`config.mk`:
```
export PLATFORM = sky130hd
export DESIGN_NAME = bw_mult_seq
export DESIGN_NICKNAME = d
export VERILOG_FILES = /design/src/rtl/bw_mult_seq.sv
export SDC_FILE = /design/constraint.sdc
export NUM_CORES = 1
export LEC_CHECK = 0
export ABC_AREA = 0
export BUFFER_PORTS_ARGS = -buffer_cell sky130_fd_sc_hd__buf_2
export CAP_MARGIN = 15
export CORE_ASPECT_RATIO = 0.8
export CORE_UTILIZATION = 45
export CTS_BUF_LIST = sky130_fd_sc_hd__clkbuf_4 sky130_fd_sc_hd__clkbuf_8
export DETAILED_ROUTE_END_ITERATION = 7
export HOLD_SLACK_MARGIN = 0.08
export PLACE_DENSITY = 0.64
export SYNTH_ARGS = -nofsm -noshare
export SYNTH_HDL_FRONTEND = slang
export SYNTH_SLANG_ARGS = --single-unit
```
`constraint.sdc`:
```
create_clock -name clk -period 3.3 [get_ports clk]
set_input_delay 0.495 -clock clk [delete_from_list [all_inputs] [get_ports clk]]
set_output_delay 0.495 -clock clk [all_outputs]
set_load 0.01 [all_outputs]
```
`src/rtl/bw_mult_seq.sv`:
```
// bw_mult_seq
// -----------------------------------------------------------------------------
// Iterative signed N x N Baugh-Wooley multiplier. A single row of N cells
// (AND / NAND partial-product generators feeding full adders) is reused once
// per clock. Carry-save sum/carry registers hold the running partial result,
// and the sum LSB shifts into the low half of the product each row. A final
// cycle ripple-adds the sum and carry vectors, together with the Baugh-Wooley
// correction constant, to form the 2N-bit two's-complement product.
//
// Ports
//   clk        system clock, rising edge
//   rst        synchronous active-high reset
//   a_in       multiplicand (signed, N bits)
//   b_in       multiplier   (signed, N bits)
//   in_valid   operands present
//   in_ready   block can accept operands this cycle (combinational)
//   p_out      signed product (2N bits), qualified by out_valid
//   out_valid  p_out holds a valid result
//   out_ready  consumer accepts p_out this cycle
// -----------------------------------------------------------------------------
module bw_mult_seq #(
  parameter int N = 8
) (
  input  logic           clk,
  input  logic           rst,
  input  logic [N-1:0]   a_in,
  input  logic [N-1:0]   b_in,
  input  logic           in_valid,
  output logic           in_ready,
  output logic [2*N-1:0] p_out,
  output logic           out_valid,
  input  logic           out_ready
);

  localparam int CW = (N > 1) ? $clog2(N) : 1;

  localparam logic [1:0] S_IDLE    = 2'd0;
  localparam logic [1:0] S_COMPUTE = 2'd1;
  localparam logic [1:0] S_FINAL   = 2'd2;
  localparam logic [1:0] S_DONE    = 2'd3;

  // Correction terms: +2^N and +2^(2N-1), modulo 2^(2N).
  localparam logic [2*N-1:0] BW_CORR = {1'b1, {(N-2){1'b0}}, 1'b1, {N{1'b0}}};

  logic [1:0]     state_q, state_d;
  logic [N-1:0]   a_q, a_d;
  logic [N-1:0]   b_q, b_d;
  logic [N-1:0]   sum_q, sum_d;
  logic [N-1:0]   carry_q, carry_d;
  logic [N-1:0]   lo_q, lo_d;
  logic [CW-1:0]  row_q, row_d;
  logic [2*N-1:0] p_q, p_d;
  logic           out_valid_q, out_valid_d;

  logic           accept;
  logic           last_row;
  logic           b_j;
  logic [N-1:0]   sum_in;
  logic [N-1:0]   pp;
  logic [N-1:0]   row_sum;
  logic [N-1:0]   row_carry;
  logic [N-1:0]   hi;
  logic [2*N-1:0] p_final;

  function automatic logic [1:0] full_add(input logic x, input logic y, input logic z);
    return {(x & y) | (x & z) | (y & z), x ^ y ^ z};
  endfunction

  assign in_ready = (state_q == S_IDLE) || ((state_q == S_DONE) && out_ready);
  assign accept   = in_valid && in_ready;

  assign last_row = (row_q == CW'(N - 1));
  assign b_j      = b_q[row_q];

  // Previous row's sum, shifted down one place to align with this row's
  // weights; the top cell has no sum input.
  assign sum_in = {1'b0, sum_q[N-1:1]};

  // One row of cells. The partial product is inverted (NAND) when exactly one
  // of "top column" / "top row" holds; the corner cell stays a plain AND.
  always_comb begin
    pp        = '0;
    row_sum   = '0;
    row_carry = '0;
    for (int i = 0; i < N; i++) begin
      pp[i] = (a_q[i] & b_j) ^ ((i == N - 1) != last_row);
      {row_carry[i], row_sum[i]} = full_add(pp[i], sum_in[i], carry_q[i]);
    end
  end

  // Carry-propagate of the remaining high half plus correction constant.
  assign hi      = sum_in + carry_q;
  assign p_final = {hi, lo_q} + BW_CORR;

  always_comb begin
    state_d     = state_q;
    a_d         = a_q;
    b_d         = b_q;
    sum_d       = sum_q;
    carry_d     = carry_q;
    lo_d        = lo_q;
    row_d       = row_q;
    p_d         = p_q;
    out_valid_d = out_valid_q;

    case (state_q)
      S_IDLE: begin
        if (accept) state_d = S_COMPUTE;
      end
      S_COMPUTE: begin
        sum_d   = row_sum;
        carry_d = row_carry;
        lo_d    = {row_sum[0], lo_q[N-1:1]};
        row_d   = row_q + CW'(1);
        if (last_row) state_d = S_FINAL;
      end
      S_FINAL: begin
        p_d         = p_final;
        out_valid_d = 1'b1;
        state_d     = S_DONE;
      end
      S_DONE: begin
        if (out_ready) begin
          out_valid_d = 1'b0;
          state_d     = accept ? S_COMPUTE : S_IDLE;
        end
      end
      default: state_d = S_IDLE;
    endcase

    // Accept is only possible in IDLE or in DONE with out_ready, so loading
    // here never disturbs an operation in flight.
    if (accept) begin
      a_d     = a_in;
      b_d     = b_in;
      row_d   = '0;
      sum_d   = '0;
      carry_d = '0;
      lo_d    = '0;
    end
  end

  always_ff @(posedge clk) begin
    if (rst) begin
      state_q     <= S_IDLE;
      a_q         <= '0;
      b_q         <= '0;
      sum_q       <= '0;
      carry_q     <= '0;
      lo_q        <= '0;
      row_q       <= '0;
      p_q         <= '0;
      out_valid_q <= 1'b0;
    end else begin
      state_q     <= state_d;
      a_q         <= a_d;
      b_q         <= b_d;
      sum_q       <= sum_d;
      carry_q     <= carry_d;
      lo_q        <= lo_d;
      row_q       <= row_d;
      p_q         <= p_d;
      out_valid_q <= out_valid_d;
    end
  end

  assign p_out     = p_q;
  assign out_valid = out_valid_q;

endmodule

```
==> results of run 1 <==
## kinds of logic after synthesis
family          Yosys count
simple gates            103
flops                    61
compound gates           56
buf+inv                  39
mux                      25
fa+ha+maj                24
xor+xnor                 17
## final timing paths
| kind | from | to | slack [ns] | cells after the start |
|---|---|---|---|---|
| worst max-delay path | sum_q[1] | p_out[15] | 0.73 | 8 |
| worst min-delay path | b_in[4] | b_q[4] | 0.38 | 3 |
| worst max register to register | sum_q[1] | p_out[15] | 0.73 | 8 |
| worst min register to register | b_q[7] | b_q[7] | 0.45 | 2 |
## report_power, final
| part | internal (uW) | switching, uW | total (uW) | leakage, uW |
|---|---|---|---|---|
| clock | 427 | 316 | 743 | 0.0000981 |
| sequential | 890 | 114 | 1000 | 0.000496 |
| combinational | 410 | 593 | 1000 | 0.000778 |
## critical path, cell delays in order, from the launching register on
cell	delay, ns
dfxtp_1	0.33
ha_1	0.23
fa_1	0.43
a21o_1	0.20
a21oi_1	0.16
xnor2_1	0.21
nand3_1	0.18
or4_1	0.52
a311oi_2	0.23
## flip-flops by register name, summed over array words and instances (netlist names)
name and cells:
p_out 16, out_valid 1, sum_q 8, lo_q 7
a_q 8, row_q 3, b_q 8, carry_q 8
state_q 2
## cells in the final DEF, fill, tap and decap left out, types with 4 or more instances in the layout
master / Yosys / final
inv_1: 20 / 20
clkbuf_8: 0 / 9
buf_2: 0 / 37
xnor2_1: 5 / 5
a211oi_1: 21 / 21
a21oi_1: 20 / 20
fa_1: 8 / 8
clkinvlp_4: 0 / 4
nand2_1: 44 / 44
ha_1: 16 / 16
dfxtp_1: 61 / 61
buf_4: 0 / 5
nor2_1: 44 / 44
mux2i_1: 22 / 22
xor2_1: 12 / 12
## metal layers
layer / wire (um) / vias to the layer above / GRT usage, %
met5: 0 / - / 0
met4: 54 / 0 / 5.64
met3: 218 / 6 / 6.65
met2: 2390 / 33 / 28.2
met1: 2830 / 1019 / 22.7
li1: - / 1169 / -
## stage by stage
step                cell area (sq um)  hold slack, ns
detailed placement               3220           0.449
global placement                 3220           0.447
CTS                              3440           0.370
finish                           3440           0.377
floorplan                        2970           0.433
global route                     3440           0.365
## layout make-up
class,count,area (sq um),area share [%]
clock inverter,7,98.8,2.87
tap,84,105,3.05
sequential,61,1220,35.5
inverter,20,75.1,2.18
timing repair buffer,42,223,6.47
clock buffer,9,124,3.60
multi-input combinational,225,1600,46.4
==> reports/metrics.yaml, run 1 <==
final_layout:
  fin_cells: 448
  fin_util_pct: 54.0
  layout.nets: 403
  fill_cells: 622
  drive_gt1_share_pct: 18.1
  antenna_cells: 0
  area_growth_pct: 16.2
logic_synthesis:
  yosysTopAreaCell: "dfxtp_1"
  synth-seq-cells: 61
  ys_top_cells_by_area: "dfxtp_1, mux2i_1, ha_1"
  yosysSeqAreaShare_pct: 41.2
  synth_xor_area_share_pct: 5.02
  synth-async-reset-ratio_pct: 0
  synthAdderAreaFrac_pct: 12.2
  yosysUniqueCellTypes: 39
  synth_cells: 325
  syn_nets: 369
  synth-edff-count: 0
  synth_top_family_by_area: "simple AND/OR/NAND/NOR gates"
  synth_compound_area_share_pct: 13.0
  synthSimpleGateAreaFrac_pct: 14.4
  synth_top_area_share_pct: 41.2
  synth_ff_type: "dfxtp_1"
  synth.most_common_cell: "dfxtp_1"
  yosys_warnings: 0
  synth_common_cells: "dfxtp_1, nand2_1, nor2_1"
  synth.area.mux_share_pct: 9.32
  synth_area_per_cell_sq_um: 9.12
  syn-cell-area_sq_um: 2970
floorplan:
  die_y_um: 74.6
  io_pins: 38
  rows: 26
  dieArea_sq_um: 6920
  die_x_um: 92.8
  core_sq_um: 6380
  initial_utilization_pct: 46.5
sta:
  finalHoldViolations: 0
  period_minus_slack_ns: 2.57
  fin_skew_ns: 0.00939
  rsz0062_at_grt: "false"
  tightest_slew_ns: 0.939
  min_period_over_period_pct: 78.0
  setup_ws_ns: 0.728
  slew_headroom_pct: 37.4
  fin_setup_tns_ns: 0
  finalSetupViolations: 0
  fmax_ghz: 0.389
  final_max_slew_viol_count: 0
grt:
  grt_max_degree: 41
  grt_pass1_vias: 2138
  grt_first_pass_wirelength_mm: 9.51
  antenna_found_initial: 0
  overflow: 0
  grt_usage_pct: 17.8
cts:
  clock_sinks: 61
  cts-resized-gates: 0
  hold_buffers: 0
  clock_latency_ns: 0.35
  cts_max_level: 3
  ctsRootBufferMaster: "clkbuf_8"
  cts_tree: "yes"
  clockBufferDepth: 2
  cts_setup_buffers: 0
  path_clk_slew_ns: 0.08
  cts_inserted_buffers: 9
setup_path:
  critPathRequiredTime_ns: 3.56
  crit_type: "reg -> reg"
  worstSetupEndpointType: "flop"
  worstPathMaxFanout: 3
  cp-start-kind: "flop"
  worst-endpoint-arrival_ns: 2.84
route:
  dr_total_vias: 2227
  wl_mm: 5.49
  first_pass_iters: 4
  postRouteAntennaNets: 0
  drt_iter0_markers: 72
  remaining_drc_errors: 0
  wl_per_cell_um: 12.3
  avgViaCountPerCell: 4.97
placed_design:
  preCtsSetupSlack_ns: 0.742
  post-place-cells: 432
  portBuffers: 37
  routabilityCongestion: 0.765
  hpwl_mm: 3.89
hold_path:
  hold_class: "in -> reg"
run_status:
  status: "finished clean"
power:
  power.density_nw_per_um2: 798
  p_leak_uw: 0.00137
  power_uw: 2750
  vdd_drop_max_v: 0.000370
flow_run:
  maxCapViolations: 0
No activity file was read; power rests on OpenSTA's default activity.
==> inputs of run 2 (changes only) <==
Settings changed: PLACE_DENSITY 0.64 to 0.66.
Clock period 3.3 ns to 2.3 ns, I/O delays scaled along.
==> run 2 against run 1 <==
  * Worst hold slack got worse by 0.14 ns
  * Critical path type unchanged
  * First-iteration DRC count rose by 36%
  * Via count rose by 3.0%
  * Power rose by 58%
  * Die area did not move
  * Design area rose by 9.3%
  * Flip-flop and latch count did not move
  * Combinational power rose by 73%
  * Clock skew fell by 0.0017 ns
  * Non-clock buffer count rose by 18
  * Register-to-register slack got worse by 0.67 ns
==> reports/metrics.yaml, run 2 (synthesized netlist as in run 1, its figures left out) <==
hold_path:
  hold_class: "in -> reg"
route:
  dr_total_vias: 2293
  drt_iter0_markers: 98
  wl_per_cell_um: 12.6
  avgViaCountPerCell: 4.92
  wl_mm: 5.88
  first_pass_iters: 5
  remaining_drc_errors: 0
  postRouteAntennaNets: 0
grt:
  grt_pass1_vias: 2068
  grt_first_pass_wirelength_mm: 9.61
  antenna_found_initial: 0
  grt_usage_pct: 18.0
  grt_max_degree: 41
  overflow: 0
sta:
  finalSetupViolations: 0
  setup_ws_ns: 0.0590
  min_period_over_period_pct: 97.4
  fin_skew_ns: 0.00773
  slew_headroom_pct: 67.6
  finalHoldViolations: 0
  rsz0062_at_grt: "true"
  fmax_ghz: 0.446
  period_minus_slack_ns: 2.24
  tightest_slew_ns: 0.486
  final_max_slew_viol_count: 0
setup_path:
  worstPathMaxFanout: 3
  slowest_stage: "or4_4"
  worst-path-stages: 7
  cp_cell_sequence: "ha_4, and2_4, a221o_1, o21ai_2, a211oi_2, or4_4, a311oi_2"
  crit_buf_inv: 0
  worstRegToRegCells: 7
  cpPeakStageDelay_ns: 0.54
  worst-endpoint-arrival_ns: 2.49
  worstSetupEndpointType: "flop"
  timing.rr.start: "sum_q[4]"
  r2r_setup_slack_ns: 0.06
  r2r-end: "p_out[15]"
  cp-endpoint: "p_out[15]"
  crit_path_start: "sum_q[4]"
  critPathRequiredTime_ns: 2.55
  cp-start-kind: "flop"
  critical-path-top-delay-family: "compound AO/OA/AOI/OAI gates"
  crit_type: "reg -> reg"
final_layout:
  final_cell_area_sq_um: 3770
  drive_gt1_share_pct: 30.4
  area_growth_pct: 27.0
  fill_cells: 585
  antenna_cells: 0
  layout_common_cells: "dfxtp_1, nor2_1, nand2_1"
  final_common_cell: "dfxtp_1"
  layout.nets: 421
  largest_register_ffs: 16
cts:
  cts_max_level: 3
  path_clk_slew_ns: 0.07
  ctsRootBufferMaster: "clkbuf_8"
  clockBufferDepth: 2
  cts_tree: "yes"
  hold_buffers: 0
  clock_latency_ns: 0.34
  cts_inserted_buffers: 9
  clock_sinks: 61
power:
  p_leak_uw: 0.00151
  power.density_nw_per_um2: 1160
  vdd_drop_max_v: 0.000475
floorplan:
  io_pins: 38
  die_x_um: 92.8
  dieArea_sq_um: 6920
  initial_utilization_pct: 46.5
  rows: 26
  core_sq_um: 6380
  die_y_um: 74.6
placed_design:
  hpwl_mm: 3.96
  place_area_sq_um: 3330
  preCtsSetupSlack_ns: -0.0600
  routabilityCongestion: 0.758
  portBuffers: 37
run_status:
  status: "finished clean"
flow_run:
  maxCapViolations: 0
## run 2: timing repair
item | in CTS | in global routing
buffers inserted | 4 | 1
pin swaps | 8 | 13
gates resized for setup | 5 | 29
setup endpoints to repair | 4 | 10
## run 2: area by class of cell
class | count | area [sq um] | share of cell area, %
Clock buffer | 10 | 131 | 3.49
Clock inverter | 6 | 111 | 2.96
Inverter | 20 | 75.1 | 1.99
Multi-Input combinational cell | 225 | 1750 | 46.5
Sequential cell | 61 | 1230 | 32.7
Tap cell | 84 | 105 | 2.79
Timing Repair Buffer | 60 | 358 | 9.50
## run 2: worst min-delay path by stage
stage / end / start / slack [ns] / depth (start not counted)
finish: b_q[7] / b_in[7] / 0.24 / 3
global route: b_q[4] / b_in[4] / 0.22 / 3
CTS: b_q[7] / b_in[7] / 0.22 / 3
detailed placement: b_q[7] / b_q[7] / 0.45 / 2
global placement: b_q[7] / b_q[7] / 0.45 / 2
floorplan: b_q[2] / b_q[2] / 0.43 / 2
## run 2: layer usage
| layer | vias to the layer above | global-route usage [%] | share of wire, % |
|---|---|---|---|
| met5 | - | 0 | 0 |
| met4 | 0 | 6.15 | 1.3 |
| met3 | 6 | 6.13 | 3.9 |
| met2 | 40 | 27.8 | 44 |
| met1 | 1050 | 23.7 | 51 |
| li1 | 1197 | - | - |
## run 2: worst register-to-register path, delay by kind of cell (launching register included)
kind                       cells  cell delay [ns]
AOI/OAI and AO/OA              4             0.85
and+or+nand+nor                2             0.67
DFF                            1             0.40
adders and majority gates      1             0.23
## run 2: where the power goes
part           switching (uW)  internal, uW  leakage, uW  total, uW
clock network             425           732     0.000120       1160
registers                 176          1290     0.000500       1460
logic                     956           776     0.000885       1730
total                    1560          2800      0.00151       4350
## run 2: per-stage QoR
| stage | hold slack [ns] | util (%) | cells | power, uW | TNS [ns] |
|---|---|---|---|---|---|
| 3_5_place_dp | 0.450 | 52.2 | 446 | 3040 | -0.0600 |
| 4_1_cts | 0.221 | 56.8 | 466 | 4250 | 0 |
| 6_report | 0.239 | 59.1 | 466 | 4350 | 0 |
| 3_3_place_gp | 0.446 | 52.2 | 446 | 3000 | -0.00679 |
| 5_1_grt | 0.219 | 59.1 | 466 | 4670 | -0.0772 |
| 2_1_floorplan | 0.433 | - | 325 | 2560 | 0 |
